## src/rtl/ime_pkg.sv

```systemverilog
// Shared integer-ME definitions: MVD/cost/SAD widths, comparator pipeline depth
// and the comparator FSM state encoding.
package ime_pkg;
  localparam int IMVD_LEN     = 6;
  localparam int MV_COST_BITS = 12;
  localparam int SAD_W        = 16;
  localparam int PIPE_STAGES  = 2;

  typedef enum logic [1:0] {
    ST_IDLE   = 2'd0,
    ST_SEARCH = 2'd1,
    ST_DRAIN  = 2'd2,
    ST_DONE   = 2'd3
  } ime_state_e;
endpackage

```

## src/rtl/ime_mvd_sat.sv

```systemverilog
// One MVD axis: a - b at W+1 bits, saturated back into signed W bits.
module ime_mvd_sat #(
  parameter int W = 6
) (
  input  logic [W-1:0] a,
  input  logic [W-1:0] b,
  output logic [W-1:0] d
);
  logic [W:0] diff;

  assign diff = {a[W-1], a} - {b[W-1], b};

  // the two top bits disagree only when the difference left W-bit range
  always_comb begin
    d = diff[W-1:0];
    if (diff[W] != diff[W-1])
      d = diff[W] ? {1'b1, {(W-1){1'b0}}} : {1'b0, {(W-1){1'b1}}};
  end
endmodule

```

## src/rtl/ime_cost_cmp.sv

```systemverilog
// Integer-ME candidate comparator wrapped around ime_mv_cost: emits saturated MVDs,
// adds returned rate cost to SAD, keeps the min-cost MV. IME_CMP_STAT_EN adds cand_cnt_o.
module ime_cost_cmp
  import ime_pkg::*;
#(
  parameter int MV_W   = IMVD_LEN,
  parameter int COST_W = MV_COST_BITS,
  parameter int SAD_W  = ime_pkg::SAD_W,
  parameter int CNT_W  = 10
) (
  input  logic              clk,
  input  logic              rstn,
  input  logic              start_i,
  input  logic [MV_W-1:0]   pmv_x_i,
  input  logic [MV_W-1:0]   pmv_y_i,
  input  logic              cand_valid_i,
  input  logic              cand_last_i,
  input  logic [MV_W-1:0]   cand_mv_x_i,
  input  logic [MV_W-1:0]   cand_mv_y_i,
  output logic [MV_W-1:0]   mvd_x_o,
  output logic [MV_W-1:0]   mvd_y_o,
  input  logic [COST_W-1:0] mv_cost_i,
  input  logic [SAD_W-1:0]  sad_i,
  output logic              busy_o,
  output logic              done_o,
  output logic [MV_W-1:0]   best_mv_x_o,
  output logic [MV_W-1:0]   best_mv_y_o,
  output logic [SAD_W:0]    best_cost_o
`ifdef IME_CMP_STAT_EN
  ,
  output logic [CNT_W-1:0]  cand_cnt_o
`endif
);
  ime_state_e state_q, state_d;
  logic       drain_q;
  logic       accept, fin, upd;

  // axis index: [0]=x, [1]=y
  logic [1:0][MV_W-1:0] cand_mv, pmv, pmv_q, mvd_d, mvd_q;
  logic [1:0][MV_W-1:0] best_mv_q, best_out_q, nxt_mv;
  logic [PIPE_STAGES:1][1:0][MV_W-1:0] mv_pipe;
  logic [PIPE_STAGES:1] vld_q;
  logic [PIPE_STAGES:0] vld_pipe;
  logic [SAD_W:0] total, best_cost_q, nxt_cost;

  assign cand_mv = {cand_mv_y_i, cand_mv_x_i};
  assign pmv     = {pmv_y_i, pmv_x_i};

  for (genvar a = 0; a < 2; a++) begin : g_ax
    ime_mvd_sat #(.W(MV_W)) u_sat (
      .a (cand_mv[a]),
      .b (pmv_q[a]),
      .d (mvd_d[a])
    );
  end

  // a start in the same cycle wins over any candidate
  assign accept   = (state_q == ST_SEARCH) && cand_valid_i && !start_i;
  assign vld_pipe = {vld_q, accept};
  assign fin      = (state_q == ST_DRAIN) && drain_q && !start_i;

  assign total    = {1'b0, sad_i} + {{(SAD_W+1-COST_W){1'b0}}, mv_cost_i};
  assign upd      = vld_pipe[PIPE_STAGES] && (total < best_cost_q);
  assign nxt_cost = upd ? total : best_cost_q;
  assign nxt_mv   = upd ? mv_pipe[PIPE_STAGES] : best_mv_q;

  always_comb begin
    state_d = state_q;
    case (state_q)
      ST_IDLE:   state_d = ST_IDLE;
      ST_SEARCH: if (cand_valid_i && cand_last_i) state_d = ST_DRAIN;
      ST_DRAIN:  if (drain_q) state_d = ST_DONE;
      ST_DONE:   state_d = ST_IDLE;
      default:   state_d = ST_IDLE;
    endcase
    if (start_i) state_d = ST_SEARCH;
  end

  always_ff @(posedge clk or negedge rstn) begin
    if (!rstn) begin
      state_q     <= ST_IDLE;
      drain_q     <= 1'b0;
      vld_q       <= '0;
      mv_pipe     <= '0;
      pmv_q       <= '0;
      mvd_q       <= '0;
      best_mv_q   <= '0;
      best_cost_q <= '1;
      best_out_q  <= '0;
      best_cost_o <= '0;
    end else begin
      state_q <= state_d;
      drain_q <= (state_q == ST_DRAIN) && !drain_q && !start_i;
      mv_pipe <= {mv_pipe[PIPE_STAGES-1:1], cand_mv};
      if (accept) mvd_q <= mvd_d;
      if (start_i) begin
        pmv_q       <= pmv;
        vld_q       <= '0;
        best_cost_q <= '1;
      end else begin
        vld_q <= vld_pipe[PIPE_STAGES-1:0];
        if (upd) begin
          best_cost_q <= total;
          best_mv_q   <= mv_pipe[PIPE_STAGES];
        end
      end
      // last candidate's compare resolves on the same edge that publishes
      if (fin) begin
        best_out_q  <= nxt_mv;
        best_cost_o <= nxt_cost;
      end
    end
  end

`ifdef IME_CMP_STAT_EN
  always_ff @(posedge clk or negedge rstn) begin
    if (!rstn)                      cand_cnt_o <= '0;
    else if (start_i)               cand_cnt_o <= '0;
    else if (accept && !(&cand_cnt_o)) cand_cnt_o <= cand_cnt_o + 1'b1;
  end
`endif

  assign mvd_x_o     = mvd_q[0];
  assign mvd_y_o     = mvd_q[1];
  assign best_mv_x_o = best_out_q[0];
  assign best_mv_y_o = best_out_q[1];
  assign busy_o      = (state_q == ST_SEARCH) || (state_q == ST_DRAIN);
  assign done_o      = (state_q == ST_DONE);
endmodule

```

## config.mk

```make
export PLATFORM = sky130hd
export DESIGN_NAME = ime_cost_cmp
export DESIGN_NICKNAME = d
export VERILOG_FILES = /design/src/rtl/ime_pkg.sv /design/src/rtl/ime_mvd_sat.sv /design/src/rtl/ime_cost_cmp.sv
export SDC_FILE = /design/constraint.sdc
export NUM_CORES = 1
export LEC_CHECK = 0
export ABC_CLOCK_PERIOD_IN_PS = 4900
export CAP_MARGIN = 30
export CORE_MARGIN = 2
export CORE_UTILIZATION = 25
export DETAILED_ROUTE_END_ITERATION = 8
export DONT_BUFFER_PORTS = 1
export REMOVE_ABC_BUFFERS = 1
export SYNTH_ARGS = -nofsm -noshare
export SYNTH_HDL_FRONTEND = slang
export SYNTH_HIERARCHICAL = 1
export SYNTH_SLANG_ARGS = --single-unit
```

## constraint.sdc

```tcl
create_clock -name clk -period 4.9 [get_ports clk]
set_input_delay 0.98 -clock clk [delete_from_list [all_inputs] [get_ports clk]]
set_output_delay 0.98 -clock clk [all_outputs]
set_load 0.005 [all_outputs]
```

==> flow_summary.yaml, run 1 <==
setup_path:
  setup.worst_path.end_class: "flip-flop"
  crit_required_ns: 5.16
  worstPathArrival_ns: 4.41
  cp-start-kind: "input port"
  cp_max_fo: 28
  critPathKind: "in -> reg"
die:
  rows: 57
  io_pins: 100
  floorplan.initialDensity_pct: 25.4
  fp.coreArea_um2: 24200
  fp.dieArea_um2: 25900
  dieHeight_um: 161
  chipWidth_um: 161
placement:
  place_inst: 914
  port_buffers: 0
  gp_congestion: 0.817
  dp_hpwl_um: 10500
  dpl_cell_area_um2: 6490
  post-place-ws_ns: 0.406
logic_synthesis:
  yosys.area.top_type_share_pct: 38.2
  synth.yosys.seq_area_share_pct: 45.5
  synthArstFlopShare_pct: 100
  yosys-top-cells-area: "dfrtp_1 38%, ha_1 8.7%, dfstp_2 7.3%"
  synth_edf_count: 0
  avgSynthCellArea_um2: 10.1
  synth_flop_cell: "dfrtp_1"
  synth_area_um2: 6150
  synth_cell_type_count: 63
  synth.ff_latch_count: 111
  ys_warn_count: 6
  yosysTopAreaCell: "dfrtp_1"
  netlist_instances: 611
detailed_routing:
  dr_total_vias: 4374
  drt_iter0_drc: 322
  dr.pass1.iters: 4
  postRouteAntennaNets: 0
  drc: 0
  post_drt_wl_per_cell_um: 15.4
  vias_per_cell: 4.70
  wirelength_um: 14300
flow_run:
  cap_viol_max_count: 0
finish:
  postLayoutCellArea_um2: 6840
  fin_cells: 930
  layout_common_cells: "94 x dfrtp_1, 55 x nand2_1, 46 x inv_1"
  post-route-util_pct: 28.2
  fillers: 2573
  nNetsFinal: 704
  final_common_cell: "dfrtp_1"
  synthToLayoutAreaGrowth_pct: 11.1
  drive_gt1_share_pct: 13.0
  num_antenna_cells: 0
clock_network:
  cts_buffer_depth: 2
  ctsRootBufferMaster: "clkbuf_16"
  postCtsHoldBufs: 0
  clk_pin_slew_ns: 0.08
  clk_latency_ns: 0.35
  cts_resized: 0
  cts_buffers: 9
  cts_post_setup_buffers_inserted: 0
  h-tree-depth: 3
  cts_tree: "yes"
  clock_sinks: 111
grt:
  grt-ovfl-total: 0
  gr-usage-all-layers_pct: 11.3
  grt_pass1_vias: 4333
  grt_pass1_wl_um: 23500
  grt_max_degree: 112
  antenna_found_initial: 0
power_and_ir_drop:
  power.leakage_nw: 3.07
  internal_power_mw: 1.95
  power_switching_mw: 0.864
  power_density_nw_per_um2: 411
  power.share.clock_pct: 29.9
  vdd_drop_max_v: 0.000233
  combPwrFrac_pct: 22.2
  switching_share_pct: 30.7
  power_mw: 2.81
  pwr-share-seq_pct: 47.9
timing:
  timing.hold.ws_ns: 0.335
  hold_viol_final: 0
  tns_ns: 0
  tightest_slew_ns: 0.904
  worst_clock_skew_ns: 0.0120
  slew_headroom_pct: 39.7
  min_period_ns: 4.15
  postLayoutSetupSlackWorst_ns: 0.746
  setup_viol: 0
  rsz0062_at_grt: "false"
  post-route-period-util_pct: 84.8
  max_freq_mhz: 241
  drv_slew: 0
status:
  outcome: "completed"
min_path:
  hold_path_class: "in -> async"
==> cell families (layout without fill, tap and decap cells) <==
family	after synthesis	after routing	synth area share, %
and+or+nand+nor	188	188	15.8
AOI/OAI and AO/OA	141	141	15.7
DFF	111	111	45.5
buffers and inverters	76	71	5.21
adders and majority gates	46	46	9.72
muxes	34	34	6.02
xor gates and xnor gates	15	15	2.13
==> final timing paths <==
check,start,end,slack [ns],depth (start not counted)
worst max register to register,best_cost_q[6]$_DFF_PN1_,best_cost_o[15]$_DFFE_PN0P_,2.34,9
min in group clk,mv_pipe[5]$_DFF_PN0_,mv_pipe[17]$_DFF_PN0_,0.35,0
worst min-delay path,rstn,pmv_q[4]$_DFFE_PN0P_,0.33,0
worst min register to register,mv_pipe[5]$_DFF_PN0_,mv_pipe[17]$_DFF_PN0_,0.35,0
worst max-delay path,mv_cost_i[0],best_cost_o[15]$_DFFE_PN0P_,0.75,14
max in group asynchronous,rstn,best_cost_q[3]$_DFF_PN1_,4.33,0
==> power by group through the flow <==
| stage | sequential [mW] | clock (mW) | combinational, mW |
|---|---|---|---|
| 2_1_floorplan | 1.28 | 0 | 0.515 |
| 3_3_place_gp | 1.38 | 0 | 0.619 |
| 3_5_place_dp | 1.38 | 0 | 0.631 |
| 4_1_cts | 1.36 | 0.869 | 0.634 |
| 5_1_grt | 1.38 | 0.897 | 0.722 |
| 6_report | 1.35 | 0.841 | 0.626 |
==> routing by layer <==
| metal | track usage [%] | part of all wire, % | up-vias |
|---|---|---|---|
| met1 | 15.1 | 45 | 2085 |
| met4 | 2.60 | 0.98 | 0 |
| met3 | 3.25 | 7.8 | 7 |
| met2 | 18.3 | 46 | 125 |
| met5 | 0 | 0 | - |
| li1 | - | - | 2157 |
==> worst max-delay path, stage by stage <==
cell      delay [ns]
ha_1            0.24
fa_1            0.42
a21o_1          0.21
a221oi_4        0.24
buf_4           0.21
xnor2_1         0.20
ha_1            0.31
a21oi_1         0.13
nor2b_1         0.05
o21ai_0         0.36
a311o_1         0.27
buf_4           0.34
nand3_1         0.19
o211ai_1        0.25
==> Yosys cell counts, drive strengths merged (2+ instances only) <==
cell type  instances
a211oi             4
a21o               8
a21oi             23
a22oi              2
a311o              3
a31oi             31
and2               2
and3               4
and4               3
buf               18
clkbuf            12
dfrtp             94
dfstp             17
fa                 3
ha                43
inv               46
mux2              24
mux2i             10
nand2             56
nand2b             6
nand3             48
nand4              4
nor2              35
nor2b              8
nor3              11
nor3b              2
nor4               2
nor4b              3
o2111ai            4
o211ai             9
o21a               2
o21ai             43
o31ai              2
or3                2
xnor2             11
xor2               4
==> state kept, by name (all words and copies together), names as in the netlist <==
name         count
best_cost_o     17
best_cost_q     17
best_mv_q       12
best_mv_x_o      6
best_mv_y_o      6
drain_q          1
mv_pipe         24
mvd_x_o          6
mvd_y_o          6
pmv_q           12
state_q          2
vld_q            2
==> final cells by class <==
class	instances	area [um^2]	area share [%]
multi-input combinational	424	3050	44.5
sequential	111	2800	40.9
tap	324	405	5.93
clock buffer	11	243	3.55
inverter	46	173	2.52
clock inverter	5	105	1.54
timing repair buffer	9	67.6	0.988
No activity file was read; power rests on OpenSTA's default activity.
==> inputs of run 2 (changes only) <==
--- a/config.mk
+++ b/config.mk
@@ -5,7 +5,7 @@
 export SDC_FILE = /design/constraint.sdc
 export NUM_CORES = 1
 export LEC_CHECK = 0
-export ABC_CLOCK_PERIOD_IN_PS = 4900
+export ABC_CLOCK_PERIOD_IN_PS = 4080
 export CAP_MARGIN = 30
 export CORE_MARGIN = 2
 export CORE_UTILIZATION = 25
==> constraint.sdc (replaced) <==
create_clock -name clk -period 4.08 [get_ports clk]
set_input_delay 0.816 -clock clk [delete_from_list [all_inputs] [get_ports clk]]
set_output_delay 0.816 -clock clk [all_outputs]
set_load 0.005 [all_outputs]
==> flow_summary.yaml, run 2 (synthesis results as in run 1) <==
setup_path:
  reg2reg_slack_ns: 1.75
  r2r-end: "mvd_x_o[1]$_DFFE_PN0P_"
  setup.worst_path.end_class: "flip-flop"
  cp_max_fo: 12
  reg2regPathDepth: 10
  cp-start-kind: "input port"
  crit_required_ns: 4.30
  critPathKind: "in -> reg"
  timing.rr.start: "pmv_q[0]$_DFFE_PN0P_"
  worstPathArrival_ns: 3.95
detailed_routing:
  postRouteAntennaNets: 0
  drc: 0
  wirelength_um: 14600
  dr_total_vias: 4435
  post_drt_wl_per_cell_um: 15.3
  dr.pass1.iters: 4
  drt_iter0_drc: 306
  vias_per_cell: 4.66
timing:
  tightest_slew_ns: 0.546
  timing.hold.ws_ns: 0.157
  setup_viol: 0
  drv_slew: 0
  max_freq_mhz: 268
  slew_headroom_pct: 63.6
  hold_viol_final: 0
  tns_ns: 0
  rsz0062_at_grt: "false"
  post-route-period-util_pct: 91.3
  worst_clock_skew_ns: 0.00685
  min_period_ns: 3.73
clock_network:
  cts_buffer_depth: 2
  cts_post_setup_buffers_inserted: 0
  cts_buffers: 9
  cts_tree: "yes"
  ctsRootBufferMaster: "clkbuf_16"
  clk_pin_slew_ns: 0.07
  clock_sinks: 111
  clk_latency_ns: 0.34
  cts_resized: 0
  h-tree-depth: 3
  postCtsHoldBufs: 0
finish:
  post-route-util_pct: 28.7
  top_register: "mv_pipe"
  final_common_cell: "dfrtp_1"
  largest_register_ff_count: 24
  num_antenna_cells: 0
  drive_gt1_share_pct: 15.9
  nNetsFinal: 726
  top_regs: "mv_pipe (24), best_cost_o (17), best_cost_q (17)"
  layout_common_cells: "94 x dfrtp_1, 55 x nand2_1, 46 x inv_1"
  synthToLayoutAreaGrowth_pct: 12.9
grt:
  grt-ovfl-total: 0
  grt_max_degree: 112
  grt_pass1_vias: 4508
  gr-usage-all-layers_pct: 11.7
  antenna_found_initial: 0
  grt_pass1_wl_um: 24400
die:
  fp.dieArea_um2: 25900
  chipWidth_um: 161
  io_pins: 100
  dieHeight_um: 161
  rows: 57
  fp.coreArea_um2: 24200
  floorplan.initialDensity_pct: 25.4
flow_run:
  cap_viol_max_count: 0
placement:
  port_buffers: 0
  dp_hpwl_um: 10900
  gp_congestion: 0.813
power_and_ir_drop:
  vdd_drop_max_v: 0.000267
  power_mw: 3.21
  power.leakage_nw: 3.15
  power_density_nw_per_um2: 461
min_path:
  hold_path_class: "in -> async"
status:
  outcome: "completed"
-- run 2: where the power goes --
part / total [mW] / switching, mW / internal [mW]
registers: 1.62 / 0.238 / 1.38
clock network: 0.807 / 0.392 / 0.415
logic: 0.778 / 0.414 / 0.364
total: 3.21 / 1.04 / 2.16
-- run 2: metrics by stage --
stage               instances  area [um^2]  setup WS (ns)
finish                    952         6950          0.354
CTS                       952         6950          0.317
global route              952         6950         0.0317
global placement          936         6680         0.0259
floorplan                 581         6010         -0.731
detailed placement        936         6680        -0.0497
-- run 2: worst max-delay path by stage --
stage / endpoint / from / slack (ns) / cells after the start
after global routing: best_mv_y_o[4]$_DFFE_PN0P_ / mv_cost_i[4] / 0.03 / 15
after CTS: best_mv_q[9]$_DFFE_PN0N_ / mv_cost_i[0] / 0.32 / 15
after global placement: best_mv_q[3]$_DFFE_PN0N_ / mv_cost_i[4] / 0.03 / 14
after detailed placement: best_mv_q[9]$_DFFE_PN0N_ / mv_cost_i[0] / -0.05 / 15
after floorplan: best_mv_q[0]$_DFFE_PN0N_ / mv_cost_i[0] / -0.73 / 12
final: best_mv_q[9]$_DFFE_PN0N_ / mv_cost_i[0] / 0.35 / 15
-- run 2: cell type report --
cell class / count / area [um^2]
multi-input combinational: 424 / 3050
tap: 324 / 405
clock buffer: 11 / 233
inverter: 46 / 173
clock inverter: 5 / 33.8
sequential: 111 / 2800
timing repair buffer: 31 / 258
fill: 2583 / 17300
-- run 2: metal layers --
metal	global-route usage [%]	vias to the layer above	routed length [um]
met4	3.17	0	231
met1	14.7	2117	6360
li1	-	2196	-
met2	19.5	107	6940
met3	3.72	15	1050
met5	0	-	0
-- run 2: worst max-delay path, stage by stage --
cell      delay [ns]
ha_1            0.22
fa_1            0.42
a21o_1          0.21
a221oi_4        0.24
buf_4           0.20
or3b_1          0.13
nand4_2         0.11
ha_1            0.32
a21oi_1         0.15
nor2b_1         0.05
o21ai_0         0.22
and3_1          0.22
nand3_1         0.14
buf_12          0.19
mux2_1          0.32
==> inputs of run 3 (changes only) <==
--- a/config.mk
+++ b/config.mk
@@ -11,6 +11,7 @@
 export CORE_UTILIZATION = 25
 export DETAILED_ROUTE_END_ITERATION = 8
 export DONT_BUFFER_PORTS = 1
+export MAX_ROUTING_LAYER = met4
 export REMOVE_ABC_BUFFERS = 1
 export SYNTH_ARGS = -nofsm -noshare
 export SYNTH_HDL_FRONTEND = slang
==> flow_summary.yaml, run 3 (synthesis results as in run 1) <==
detailed_routing:
  wirelength_um: 14600
  postRouteAntennaNets: 0
  dr.pass1.iters: 4
  vias_per_cell: 4.67
  drt_iter0_drc: 304
  post_drt_wl_per_cell_um: 15.3
  dr_total_vias: 4450
  drc: 0
clock_network:
  cts_post_setup_buffers_inserted: 0
  cts_buffers: 9
  postCtsHoldBufs: 0
  cts_tree: "yes"
  h-tree-depth: 3
  clk_pin_slew_ns: 0.07
  clk_latency_ns: 0.35
  clock_sinks: 111
  cts_resized: 0
  ctsRootBufferMaster: "clkbuf_16"
  cts_buffer_depth: 2
flow_run:
  cap_viol_max_count: 0
grt:
  grt-ovfl-total: 0
  grt_max_degree: 112
  grt_pass1_vias: 4518
  antenna_found_initial: 0
  gr-usage-all-layers_pct: 12.1
  grt_pass1_wl_um: 24400
finish:
  layout_common_cells: "94 x dfrtp_1, 55 x nand2_1, 46 x inv_1"
  regArea_um2: 2800
  nNetsFinal: 726
  fillers: 2583
  largest_register_ff_count: 24
  top_register: "mv_pipe"
  top_regs: "mv_pipe (24), best_cost_o (17), best_cost_q (17)"
  drive_gt1_share_pct: 15.9
  final_common_cell: "dfrtp_1"
  multi_input_area_um2: 3050
  num_antenna_cells: 0
  synthToLayoutAreaGrowth_pct: 12.9
  postLayoutCellArea_um2: 6950
die:
  fp.coreArea_um2: 24200
  rows: 57
  chipWidth_um: 161
  floorplan.initialDensity_pct: 25.4
  dieHeight_um: 161
  io_pins: 100
  fp.dieArea_um2: 25900
timing:
  drv_slew: 0
  slew_headroom_pct: 63.6
  max_freq_mhz: 268
  rsz0062_at_grt: "false"
  setup_viol: 0
  post-route-period-util_pct: 91.6
  tightest_slew_ns: 0.546
  min_period_ns: 3.74
  worst_clock_skew_ns: 0.00801
  hold_viol_final: 0
power_and_ir_drop:
  switching_share_pct: 32.6
  pwr-share-seq_pct: 50.5
  power.share.clock_pct: 25.2
  vdd_drop_max_v: 0.000268
  power_switching_mw: 1.05
  internal_power_mw: 2.16
  combPwrFrac_pct: 24.3
  power.leakage_nw: 3.15
  power_mw: 3.21
  power_density_nw_per_um2: 462
setup_path:
  critPathSlowestCell: "o21ai_0"
  crit_family: "compound AO/OA/AOI/OAI gates"
  cp_max_fo: 18
  cp-start-kind: "input port"
  slowest_delay_ns: 0.34
  crit_buf_inv: 3
  critPathLaunch: "mv_cost_i[4]"
  crit_required_ns: 4.35
  worstPathArrival_ns: 4.01
  path_cells: "ha_1 > a21o_1 > a31o_2 > o21ai_0 > a31oi_1 > xnor2_1 > inv_1 > ha_1 > nor2b_1 > o21ai_0 > and3_1 > buf_4 > buf_4 > nand3_1 > a31oi_1"
  critPathKind: "in -> reg"
  timing.rr.start: "pmv_q[0]$_DFFE_PN0P_"
  setup.worst_path.end_class: "flip-flop"
placement:
  port_buffers: 0
  dpl_cell_area_um2: 6680
  gp_congestion: 0.825
  dp_hpwl_um: 10900
status:
  outcome: "completed"
min_path:
  hold_path_class: "in -> async"
-- run 3: cell counts in the layout (fill, tap and decap cells not counted) --
No cell type changed its count.
-- run 3: metrics by stage --
step / instances / hold WS [ns] / util, % / setup slack (ns) / TNS, ns
floorplan: 581 / 0.331 / - / -0.731 / -21.87
global placement: 936 / 0.333 / 27.6 / 0.0259 / 0
detailed placement: 936 / 0.335 / 27.6 / -0.0497 / -0.676
CTS: 952 / 0.143 / 28.7 / 0.317 / 0
global route: 952 / 0.133 / 28.7 / 0.0317 / 0
finish: 952 / 0.155 / 28.7 / 0.343 / 0
-- run 3: power groups by stage --
stage          clock network, mW  registers [mW]  logic, mW
4_1_cts                    0.837            1.64      0.788
6_report                   0.810            1.62      0.779
3_5_place_dp                   0            1.66      0.785
5_1_grt                    0.882            1.66      0.903
2_1_floorplan                  0            1.54      0.619
3_3_place_gp                   0            1.65      0.763
-- run 3: layout make-up --
cell class	count	area share [%]
Multi-Input combinational cell	424	43.9
Sequential cell	111	40.3
Tap cell	324	5.83
Timing Repair Buffer	31	3.71
Clock buffer	11	3.35
Inverter	46	2.49
Clock inverter	5	0.486
-- run 3: final timing paths --
kind / to / slack, ns / cells after the start
max: best_mv_x_o[4]$_DFFE_PN0P_ / 0.34 / 15
min: pmv_q[4]$_DFFE_PN0P_ / 0.16 / 0
max reg2reg: mvd_x_o[1]$_DFFE_PN0P_ / 1.73 / 10
min reg2reg: mv_pipe[19]$_DFF_PN0_ / 0.34 / 0
max in group asynchronous: best_cost_q[9]$_DFF_PN1_ / 3.67 / 0
min in group clk: mv_pipe[19]$_DFF_PN0_ / 0.34 / 0
-- run 3: metal layers --
metal  GRT usage (%)  up-vias  routed length [um]
met4            3.17        0                 255
met1            14.7     2141                6420
met3            3.38       16                 954
met5               -        -                   0
met2            19.7      101                6930
li1                -     2192                   -
-- run 3: worst register-to-register path, stage by stage, from the launching register on --
cell and delay [ns]:
dfrtp_1 0.36, ha_1 0.19, inv_1 0.06, fa_1 0.40, a21o_1 0.20, nand2_1 0.10, a211oi_2 0.06, nor4_4 0.52
mux2i_1 0.26, nand2_1 0.07, nand2_1 0.06
